### src/rtl/commit_halt_monitor.sv
// rtl/commit_halt_monitor.sv - commit ordering, self-loop halt detection and stall watchdog
`timescale 1ns/1ps
module commit_halt_monitor #(
    parameter int NUM_CH         = 2,
    parameter int DRAIN_DELAY    = 5,
    parameter int TIMEOUT_CYCLES = 100000,
    parameter int ORDER_W        = 64,
    parameter int PC_W           = 32
) (
    input  logic                      clk,
    input  logic                      rst,
    input  logic [NUM_CH-1:0]         commit,
    input  logic [NUM_CH*32-1:0]      inst,
    input  logic [NUM_CH*PC_W-1:0]    pc_rdata,
    input  logic [NUM_CH*PC_W-1:0]    pc_wdata,
    output logic [NUM_CH*ORDER_W-1:0] order,
    output logic [ORDER_W-1:0]        commit_count,
    output logic                      loop_seen,
    output logic                      halt,
    output logic                      timed_out,
    output logic [1:0]                state
);

    typedef enum logic [1:0] {
        ST_RUN     = 2'b00,
        ST_DRAIN   = 2'b01,
        ST_HALTED  = 2'b10,
        ST_TIMEOUT = 2'b11
    } state_t;

    localparam logic [6:0] OP_BRANCH = 7'h63;
    localparam logic [6:0] OP_JAL    = 7'h6f;

    localparam int DRAIN_W = (DRAIN_DELAY > 0) ? $clog2(DRAIN_DELAY + 1) : 1;
    localparam int IDLE_W  = (TIMEOUT_CYCLES > 1) ? $clog2(TIMEOUT_CYCLES) : 1;
    localparam bit WD_EN   = (TIMEOUT_CYCLES != 0);

    localparam logic [DRAIN_W-1:0] DRAIN_LAST = DRAIN_W'(DRAIN_DELAY);
    localparam logic [IDLE_W-1:0]  IDLE_LAST  = WD_EN ? IDLE_W'(TIMEOUT_CYCLES - 1) : '0;

    state_t              state_q, state_nxt;
    logic [DRAIN_W-1:0]  drain_cnt, drain_nxt;
    logic [IDLE_W-1:0]   idle_cnt, idle_nxt;
    logic [ORDER_W-1:0]  count_nxt;
    logic [ORDER_W-1:0]  base;
    logic [NUM_CH-1:0]   accepted;
    logic                any_acc;
    logic                loop_det;
    logic                wd_expire;
    logic                unused_inst_bits;

    // Only the opcode field matters for halt detection.
    assign unused_inst_bits = ^inst;

    assign accepted = ((state_q == ST_RUN) || (state_q == ST_DRAIN)) ? commit : '0;
    assign any_acc  = |accepted;

    // Running base walks the channels oldest-first so gaps compact naturally.
    always_comb begin
        base  = commit_count;
        order = '0;
        for (int i = 0; i < NUM_CH; i++) begin
            order[i*ORDER_W +: ORDER_W] = base;
            if (accepted[i]) begin
                base = base + ORDER_W'(1);
            end
        end
        count_nxt = base;
    end

    always_comb begin
        loop_det = 1'b0;
        for (int i = 0; i < NUM_CH; i++) begin
            if (commit[i]
                && (pc_wdata[i*PC_W +: PC_W] == pc_rdata[i*PC_W +: PC_W])
                && ((inst[i*32 +: 7] == OP_BRANCH) || (inst[i*32 +: 7] == OP_JAL))) begin
                loop_det = 1'b1;
            end
        end
    end

    assign wd_expire = WD_EN && !any_acc && (idle_cnt == IDLE_LAST);

    always_comb begin
        state_nxt = state_q;
        drain_nxt = drain_cnt;
        idle_nxt  = idle_cnt;
        case (state_q)
            ST_RUN: begin
                if (any_acc) begin
                    idle_nxt = '0;
                end else if (WD_EN) begin
                    idle_nxt = idle_cnt + IDLE_W'(1);
                end
                // Loop detection takes priority over a coincident watchdog expiry.
                if (loop_det) begin
                    drain_nxt = '0;
                    state_nxt = (DRAIN_DELAY == 0) ? ST_HALTED : ST_DRAIN;
                end else if (wd_expire) begin
                    state_nxt = ST_TIMEOUT;
                end
            end
            ST_DRAIN: begin
                if (drain_cnt == DRAIN_LAST) begin
                    state_nxt = ST_HALTED;
                end else begin
                    drain_nxt = drain_cnt + DRAIN_W'(1);
                end
            end
            default: begin
            end
        endcase
    end

    always_ff @(posedge clk or posedge rst) begin
        if (rst) begin
            state_q      <= ST_RUN;
            commit_count <= '0;
            drain_cnt    <= '0;
            idle_cnt     <= '0;
            loop_seen    <= 1'b0;
            halt         <= 1'b0;
            timed_out    <= 1'b0;
        end else begin
            state_q      <= state_nxt;
            commit_count <= count_nxt;
            drain_cnt    <= drain_nxt;
            idle_cnt     <= idle_nxt;
            loop_seen    <= (state_nxt == ST_DRAIN) || (state_nxt == ST_HALTED);
            halt         <= (state_nxt == ST_HALTED);
            timed_out    <= (state_nxt == ST_TIMEOUT);
        end
    end

    assign state = state_q;

endmodule

### config.mk
export PLATFORM = sky130hd
export DESIGN_NAME = commit_halt_monitor
export DESIGN_NICKNAME = d
export VERILOG_FILES = /design/src/rtl/commit_halt_monitor.sv
export SDC_FILE = /design/constraint.sdc
export NUM_CORES = 1
export LEC_CHECK = 0
export ABC_AREA = 1
export BUFFER_PORTS_ARGS = -buffer_cell sky130_fd_sc_hd__buf_4
export CAP_MARGIN = 0
export CORE_MARGIN = 2
export CORE_UTILIZATION = 35
export CTS_BUF_LIST = sky130_fd_sc_hd__clkbuf_8
export CTS_CLUSTER_DIAMETER = 120
export DETAILED_ROUTE_END_ITERATION = 10
export PLACE_DENSITY_LB_ADDON = 0.1
export SKIP_LAST_GASP = 1
export SLEW_MARGIN = 15
export SYNTH_ARGS = -nofsm -noshare
export SYNTH_HDL_FRONTEND = slang
export SYNTH_SLANG_ARGS = --single-unit
export TNS_END_PERCENT = 20
### constraint.sdc
create_clock -name clk -period 3.43 [get_ports clk]
set_clock_uncertainty 0.2 [all_clocks]
set_input_delay 0.1715 -clock clk [delete_from_list [all_inputs] [get_ports clk]]
set_output_delay 0.1715 -clock clk [all_outputs]
set_load 0.02 [all_outputs]
; ---- Word level (Yosys, flattened, before mapping)
; Cells that the tools add are included.
[totals]
mem_bits_ro = 0
reg_bits = 89
in_bits = 196
latch_bits = 0
n_memories = 0
ram_bits = 0
[op_classes]
n_lt_le_gt_ge = 0
div = 0
n_eq_ne = 14
shifts = 0
reduce_logical = 14
n_addsub = 4
mux = 13
n_bitwise = 0
n_mul = 0
[ops]
columns = operator, n
row1 = $add 64x1->64 const B, 2
row2 = $mux 64, 2
row3 = $eq 32x32->1, 2
row4 = $eq 7x7->1 const B, 4
row5 = $add 17x1->17 const B, 1
row6 = $eq 17x17->1 const B, 1
row7 = $mux 17, 1
row8 = $mux 2, 4
row9 = $mux 3, 2
row10 = $pmux 3 s2, 1
row11 = $logic_and 1x1->1, 5
row12 = $eq 2x1->1 const B, 2
row13 = $eq 2x2->1 const B, 2
row14 = $logic_or 1x1->1, 4
row15 = $ne 2x2->1 const B, 2
row16 = $pmux 2 s2, 1
row17 = $add 3x1->3 const B, 1
row18 = $eq 3x3->1 const B, 1
row19 = $reduce_and 3->1, 1
row20 = $logic_not 2->1, 1
row21 = $mux 1, 2
row22 = $reduce_bool 2->1, 1
row23 = $reduce_or 2->1, 1
row24 = $logic_not 1->1, 1

; ---- Depth between registers and ports, before layout
; Gate-level depths: netlist (run 1).
[depth]
ltp_word = 11
ltp_mapped = 19
mapped_depth_nobuf = 19

; ---- Worst setup path after synthesis (run 1)
; No wires, ideal clock.
[synth_timing]
path_type = register to register
startpoint = register commit_count[0]
endpoint = register commit_count[44]
arrival_ns = 2.570
n_path_buf = 0
path_stages_with_launch = 13
slack_ns = 0.529
period_less_slack_ns = 2.901
setup_ns = 0.131
cell_sequence = dfrtp_1 -> ha_1 -> inv_1 -> o21ai_1 -> ha_1 -> nand3_1 -> nor2_2 -> nand3_1 -> nor2_2 -> nand3_2 -> nor2_1 -> nand2_1 -> xnor2_1
[synth_between]
elab_chain_cells = 4
[synth_rtl]
columns = element, line_no
row1 = from (decl), 17  ; output logic [ORDER_W-1:0] commit_count,
row2 = from (signal assigned), 126  ; commit_count <= count_nxt;
row3 = $add 64x1->64, 65  ; base = base + ORDER_W'(1);
row4 = $mux 64, 64  ; if (accepted[i]) begin
row5 = named net order[65], 16  ; output logic [NUM_CH*ORDER_W-1:0] order,
row6 = $add 64x1->64, 65
row7 = $mux 64, 64
row8 = named net base[44], 45  ; logic [ORDER_W-1:0] base;
; The timed path passes the listed nets, and every way through them passes these cells.
; A chain may end at the register's enable or synchronous reset.

; ---- Worst setup path in the final report (run 1)
[layout_timing]
startpoint = register commit_count[5]
endpoint = output port order[127]
[layout_between]
elab_chain_cells = 2
[layout_rtl]
columns = element, line_no
row1 = $add 64x1->64, 65
row2 = $mux 64, 64
row3 = to (decl), 16
; Every way passes these cells.

==> results of run 1 <==
==> through the flow <==
step                      setup TNS [ps]  instances
final                                  0       2145
after global routing               -42.1       2145
after CTS                              0       2141
after detailed placement               0       2124
after global placement                 0       2124
after floorplan                        0       1473
==> power groups by stage <==
| stage | clock (W) | sequential (W) | combinational [W] |
|---|---|---|---|
| 6_report | 0.000883 | 0.00116 | 0.00108 |
| 5_1_grt | 0.000947 | 0.00117 | 0.00117 |
| 4_1_cts | 0.000904 | 0.00116 | 0.00109 |
| 3_5_place_dp | 0 | 0.00118 | 0.00108 |
| 3_3_place_gp | 0 | 0.00118 | 0.00108 |
| 2_1_floorplan | 0 | 0.00123 | 0.000577 |
==> worst paths after layout <==
kind	endpoint	slack, ps	depth (start not counted)	from
worst min-delay path	commit_count[3]$_DFF_PP0_	170	4	commit[1]
worst max register to register	commit_count[58]$_DFF_PP0_	300	16	commit_count[7]$_DFF_PP0_
worst max-delay path	order[127]	100	11	commit_count[5]$_DFF_PP0_
worst min register to register	drain_cnt[1]$_DFFE_PP0P_	340	2	drain_cnt[1]$_DFFE_PP0P_
min in group asynchronous	loop_seen$_DFF_PP0_	250	3	rst
max in group asynchronous	commit_count[1]$_DFF_PP0_	1900	4	rst
==> worst reg2reg max path: cells and delay by family, from the launching register on <==
kind	cells	cell delay, ps
simple gates	13	2020
flops	1	470
buf+inv	3	350
==> placed cells by master, fill, tap and decap left out, types with 2 or more instances in the layout <==
| master | synthesis | final |
|---|---|---|
| nor2_1 | 191 | 191 |
| inv_2 | 19 | 19 |
| o221ai_1 | 3 | 3 |
| o21ai_0 | 27 | 27 |
| nand3b_1 | 21 | 21 |
| clkinv_1 | 3 | 3 |
| nor2_8 | 3 | 3 |
| o22ai_1 | 6 | 6 |
| ha_1 | 7 | 7 |
| nor4_1 | 8 | 8 |
| nor3_1 | 33 | 33 |
| dfrtp_1 | 89 | 88 |
| a211oi_1 | 2 | 2 |
| nand2_1 | 439 | 439 |
| and2_1 | 3 | 3 |
| or2_2 | 8 | 8 |
| nor2_2 | 35 | 33 |
| nand2_2 | 27 | 27 |
| xor2_1 | 55 | 55 |
| bufinv_16 | 0 | 2 |
| nor3_2 | 5 | 5 |
| nor2_4 | 14 | 16 |
| o2111ai_1 | 5 | 5 |
| a21oi_1 | 15 | 15 |
| o21bai_1 | 5 | 5 |
| clkbuf_8 | 0 | 9 |
| nand3_2 | 5 | 5 |
| buf_4 | 66 | 389 |
| nand3_1 | 87 | 87 |
| inv_1 | 191 | 190 |
| inv_6 | 0 | 3 |
| xnor2_1 | 22 | 22 |
| nand4_1 | 58 | 58 |
| nor3b_1 | 2 | 2 |
| clkinv_2 | 1 | 2 |
| nand2_4 | 3 | 3 |
==> area by class of cell <==
type | instances | area, sq um
multi-input combinational | 1101 | 5620
clock buffer | 9 | 124
fill | 2808 | 13600
sequential | 89 | 2230
clock inverter | 7 | 100
tap | 335 | 419
inverter | 214 | 807
timing repair buffer | 390 | 2930
==> cells in the mapped netlist (all sizes together) <==
master / number
nand2: 469
nor2: 243
inv: 210
nand3: 92
dfrtp: 89
buf: 67
nand4: 59
xor2: 57
nor3: 38
o21ai: 28
xnor2: 22
nand3b: 21
a21oi: 15
nor4: 8
or2: 8
ha: 7
o22ai: 6
o2111ai: 5
o21bai: 5
clkinv: 4
and2: 3
o221ai: 3
a211oi: 2
clkbuf: 2
nor3b: 2
a21o: 1
a221oi: 1
a22oi: 1
a31oi: 1
nand2b: 1
o21a: 1
o311ai: 1
o31ai: 1
==> sequential cells by signal, indices dropped and copies added (netlist names) <==
signal,flops
timed_out,1
halt,1
state,2
loop_seen,1
commit_count,64
drain_cnt,3
idle_cnt,17
==> layer usage <==
| layer | global-route usage (%) | vias up | wire (um) |
|---|---|---|---|
| li1 | - | 5246 | - |
| met1 | 32.6 | 4808 | 15100 |
| met2 | 47.5 | 402 | 18600 |
| met3 | 5.04 | 60 | 2870 |
| met4 | 10.6 | 0 | 1340 |
| met5 | 0 | - | 0 |
==> cells by family after synthesis <==
| kind of cell | after synthesis | synth area share, % |
|---|---|---|
| fa+ha+maj | 7 | 0.957 |
| xor+xnor | 79 | 7.85 |
| compound gates | 71 | 4.69 |
| flops | 89 | 24.3 |
| buf+inv | 283 | 14.3 |
| simple gates | 944 | 47.8 |
==> timing repair <==
action                                  CTS  global route
hold buffers                              1             0
hold endpoints to repair                 48             0
setup buffers                             0             4
resized for setup                         1             2
endpoints found under the setup margin    1            21
pin swaps                                 0             1
cloned                                    0             0
==> impl_metrics.tcl, run 1 <==
set metrics [dict create \
    final_area_sq_mm 0.0122 \
    endpoint_kind "primary output" \
    utilization_pct 47.3 \
    hp-class "in -> reg" \
    p_int_w 0.00196 \
    cts_tree "built" \
    synth_seq_area_share_pct 24.3 \
    grt_max_degree 51 \
    syn_to_final_growth_pct 33.6 \
    avgViaCountPerCell 4.90 \
    cpMaxStageDelayCell "dfrtp_1" \
    finalNetCount 2008 \
    placed_area_sq_mm 0.0120 \
    cts_buffers 9 \
    critPathLaunchType "register" \
    post-place-ws_ps 179 \
    rsz0062_at_grt "true" \
    ys_top_cells_by_area "dfrtp_1 24%, nand2_1 18%, inv_1 7.8%" \
    fmax_mhz 301 \
    worst_pin_slew_ps 730 \
    gp_congestion 0.979 \
    power_frac_seq_pct 37.2 \
    clockPowerShare_pct 28.2 \
    synthCells 1473 \
    cp.buffers_inverters 4 \
    synthDistinctLibCells 47 \
    timing.final.crit_share_pct 97.0 \
    slew_viol_final 0 \
    wirelength_mm 37.9 \
    min_period_ps 3330 \
    hold_viol_final 0 \
    slew_headroom_pct 51.3 \
    antenna_found_initial 0 \
    cts_buffer_depth 2 \
    cp.required_ps 3060 \
    pwr-share-comb_pct 34.6 \
    cp_top_family "simple AND/OR/NAND/NOR gates" \
    setup_viol 0 \
    crit_path_max_incr_delay_ps 470 \
    p_leak_nw 5.88 \
    coreArea_sq_mm 0.0258 \
    io_pins 393 \
    cts_root_buffer "clkbuf_8" \
    powerDensity_mw_per_mm2 256 \
    rows 59 \
    critPathMaxFanout 7 \
    synth_seq_cells 89 \
    first_pass_iters 7 \
    syn_avg_cell_area_sq_um 6.21 \
    p_sw_share_pct 37.2 \
    maxCapViolations 0 \
    crit_type "reg -> out" \
    hold_ws_ps 173 \
    peakVddDrop_uv 235 \
    htreeDepth 3 \
    drive_gt1_share_pct 29.3 \
    cp_data_arrival_time_ps 2960 \
    path_cells "nand2_1 > inv_1 > nand3_1 > nor2_4 > nand2_1 > nor4_1 > buf_4 > nand3_1 > xor2_1 > inv_1 > buf_4" \
    finalPower_w 0.00313 \
    synth_top_area_share_pct 24.3 \
    die-width_um 166 \
    status "complete, no violations" \
    grt_util_all_layers_pct 27.0 \
    clkTransAtPathRegs_ps 90 \
    drtAntennaViolNets 0 \
    die_h_um 166 \
    drtIter0Drc 753 \
    wire_per_inst_um 17.7 \
    ys_warn_count 0 \
    synth_nets 1676 \
    place_hpwl_mm 32.6 \
    grt_pass1_vias 10300 \
    clock-sinks 89 \
    n_antenna_cell 0 \
    die-area_sq_mm 0.0275 \
    port_buffers 342 \
    finalWorstSetupSlack_ps 103 \
    clk_latency_ps 390 \
    via_count 10500 \
    initial_core_util_pct 35.4 \
    power_switching_w 0.00116 \
    grt_pass1_wl_mm 57.2 \
    synth_area_sq_mm 0.00915 \
    overflow 0 \
    drc_errors 0 \
    yosysTopAreaCell "dfrtp_1" \
]
Power figures use the tool's default switching activity.
==> run 2, diff against run 1 <==
- clock period: 3.43 -> 4.2 ns (I/O delays scaled with it)
==> run 2 against run 1 <==
  * First-iteration DRC count increased by 12%
  * Via count increased by 0.76%
  * Worst hold slack improved by 51 ps
  * Worst setup slack improved by 280 ps
  * Die area unchanged
  * Cell area decreased by 2.7%
  * Register-to-register slack improved by 500 ps
  * Sequential share of layout area increased by 0.50 points
  * Critical path depth unchanged
  * Final cell count decreased by 1.9%
  * Power decreased by 21%
  * Flip-flop and latch count unchanged
  * Critical endpoint unchanged
  * Highest routed layer unchanged
==> impl_metrics.tcl, run 2 (synthesis results as in run 1) <==
set metrics [dict create \
    coreArea_sq_mm 0.0258 \
    multi_input_area_sq_mm 0.00561 \
    timing.final.crit_share_pct 90.9 \
    drive_gt1_share_pct 27.6 \
    first_pass_iters 5 \
    largest-register "commit_count" \
    grt_util_all_layers_pct 26.3 \
    drtIter0Drc 847 \
    status "complete, no violations" \
    slew_headroom_pct 39.4 \
    die-area_sq_mm 0.0275 \
    grt_pass1_wl_mm 55.9 \
    utilization_pct 46.0 \
    path_cells "inv_2 > nand2_4 > nor2_4 > nand3_1 > nor2_2 > nand2_1 > nor4_1 > nand3_1 > xor2_1 > inv_1 > buf_4" \
    reg.largest.list "commit_count x64, idle_cnt x17, drain_cnt x3" \
    setup_viol 0 \
    num-fill-cells 2791 \
    powerDensity_mw_per_mm2 206 \
    syn_to_final_growth_pct 30.0 \
    critPathMaxFanout 11 \
    cts_buffer_depth 2 \
    initial_core_util_pct 35.4 \
    p_sw_share_pct 38.3 \
    r2r_start "state[1]$_DFF_PP0_" \
    clkTransAtPathRegs_ps 120 \
    port_buffers 342 \
    crit_path_frequent_cell "nand3_1" \
    grt_pass1_vias 9996 \
    io_pins 393 \
    htreeDepth 3 \
    rows 59 \
    cp_data_arrival_time_ps 3410 \
    via_count 10600 \
    tns_ps 0 \
    cp.required_ps 3790 \
    antenna_found_initial 0 \
    post_cts_buffers 0 \
    hold_viol_final 0 \
    final_cell_mix "439 x nand2_1, 349 x buf_4, 191 x inv_1, 191 x nor2_1, 89 x dfrtp_1" \
    cts_root_buffer "clkbuf_8" \
    p_int_w 0.00151 \
    min_period_ps 3820 \
    wire_per_inst_um 17.5 \
    drc_errors 0 \
    pwr-share-comb_pct 33.7 \
    p_leak_nw 5.67 \
    gp_congestion 0.930 \
    crit_path_start "state[1]$_DFF_PP0_" \
    hold_start "commit[0]" \
    clock-sinks 89 \
    power_switching_w 0.000941 \
    place_hpwl_mm 31.3 \
    clk_latency_ps 400 \
    die_h_um 166 \
    slew_viol_final 0 \
    fmax_mhz 262 \
    endpoint_kind "primary output" \
    avgViaCountPerCell 5.03 \
    crit_path_max_incr_delay_ps 520 \
    drtAntennaViolNets 0 \
    largest_reg_flops 64 \
    finalWorstSetupSlack_ps 380 \
    placed_area_sq_mm 0.0117 \
    cts_buffers 9 \
    worst_pin_slew_ps 909 \
    wirelength_mm 36.9 \
    seq_area_sq_mm 0.00223 \
    crit_type "reg -> out" \
    grt_max_degree 67 \
    critPathLaunchType "register" \
    layout_commonest_cell "nand2_1" \
    rsz0062_at_grt "false" \
    die-width_um 166 \
    cts_tree "built" \
    peakVddDrop_uv 176 \
    post-place-ws_ps 844 \
    finalNetCount 1968 \
    n_antenna_cell 0 \
    clockPowerShare_pct 27.1 \
    overflow 0 \
    power_frac_seq_pct 39.2 \
    final_area_sq_mm 0.0119 \
    cpMaxStageDelayCell "nor4_1" \
    maxCapViolations 0 \
    hp-class "in -> reg" \
]
run 2: what timing repair did:
item	CTS	global route
hold buffers	1	0
gates resized for setup	0	0
endpoints found under the hold margin	65	0
run 2: metal layers:
| metal | vias to the layer above | wire length [um] | global-route usage, % |
|---|---|---|---|
| met1 | 4891 | 14400 | 31.5 |
| met2 | 453 | 17700 | 44.8 |
| met5 | - | 0 | 0 |
| li1 | 5180 | - | - |
| met4 | 0 | 1720 | 12.7 |
| met3 | 72 | 3130 | 5.50 |
run 2: final timing paths:
check                                              to  slack, ps  cells after the start
setup / recovery                           order[127]        380                     11
hold / removal              commit_count[0]$_DFF_PP0_        220                      6
setup reg to reg           commit_count[50]$_DFF_PP0_        800                     16
hold reg to reg              drain_cnt[1]$_DFFE_PP0P_        340                      2
max in group asynchronous  commit_count[55]$_DFF_PP0_       2550                      4
min in group asynchronous    idle_cnt[12]$_DFFE_PP0N_        350                      3
run 2: final cells by class:
cell class	instances	share of cell area, %
Clock inverter	7	0.642
Clock buffer	9	1.04
Multi-Input combinational cell	1101	47.2
Timing Repair Buffer	350	22.1
Sequential cell	89	18.7
Inverter	214	6.78
Tap cell	335	3.52
run 2: worst max-delay path, delay by kind of cell, from the launching register on:
family,cells,cell delay (ps)
simple gates,7,1930
flops,1,480
buf+inv,3,350
xor+xnor,1,240
run 2: power groups by stage:
stage	clock, W	combinational (W)	sequential, W
floorplan	0	0.000471	0.00101
global placement	0	0.000829	0.000978
detailed placement	0	0.000831	0.000980
CTS	0.000673	0.000835	0.000964
global route	0.000710	0.000900	0.000973
finish	0.000665	0.000828	0.000963
run 2: metrics by stage:
stage          total power [W]  cells  hold WS (ps)
4_1_cts                0.00247   2105           222
3_3_place_gp           0.00181   2088           274
3_5_place_dp           0.00181   2088           273
5_1_grt                0.00258   2105           275
2_1_floorplan          0.00148   1473           278
6_report               0.00246   2105           225
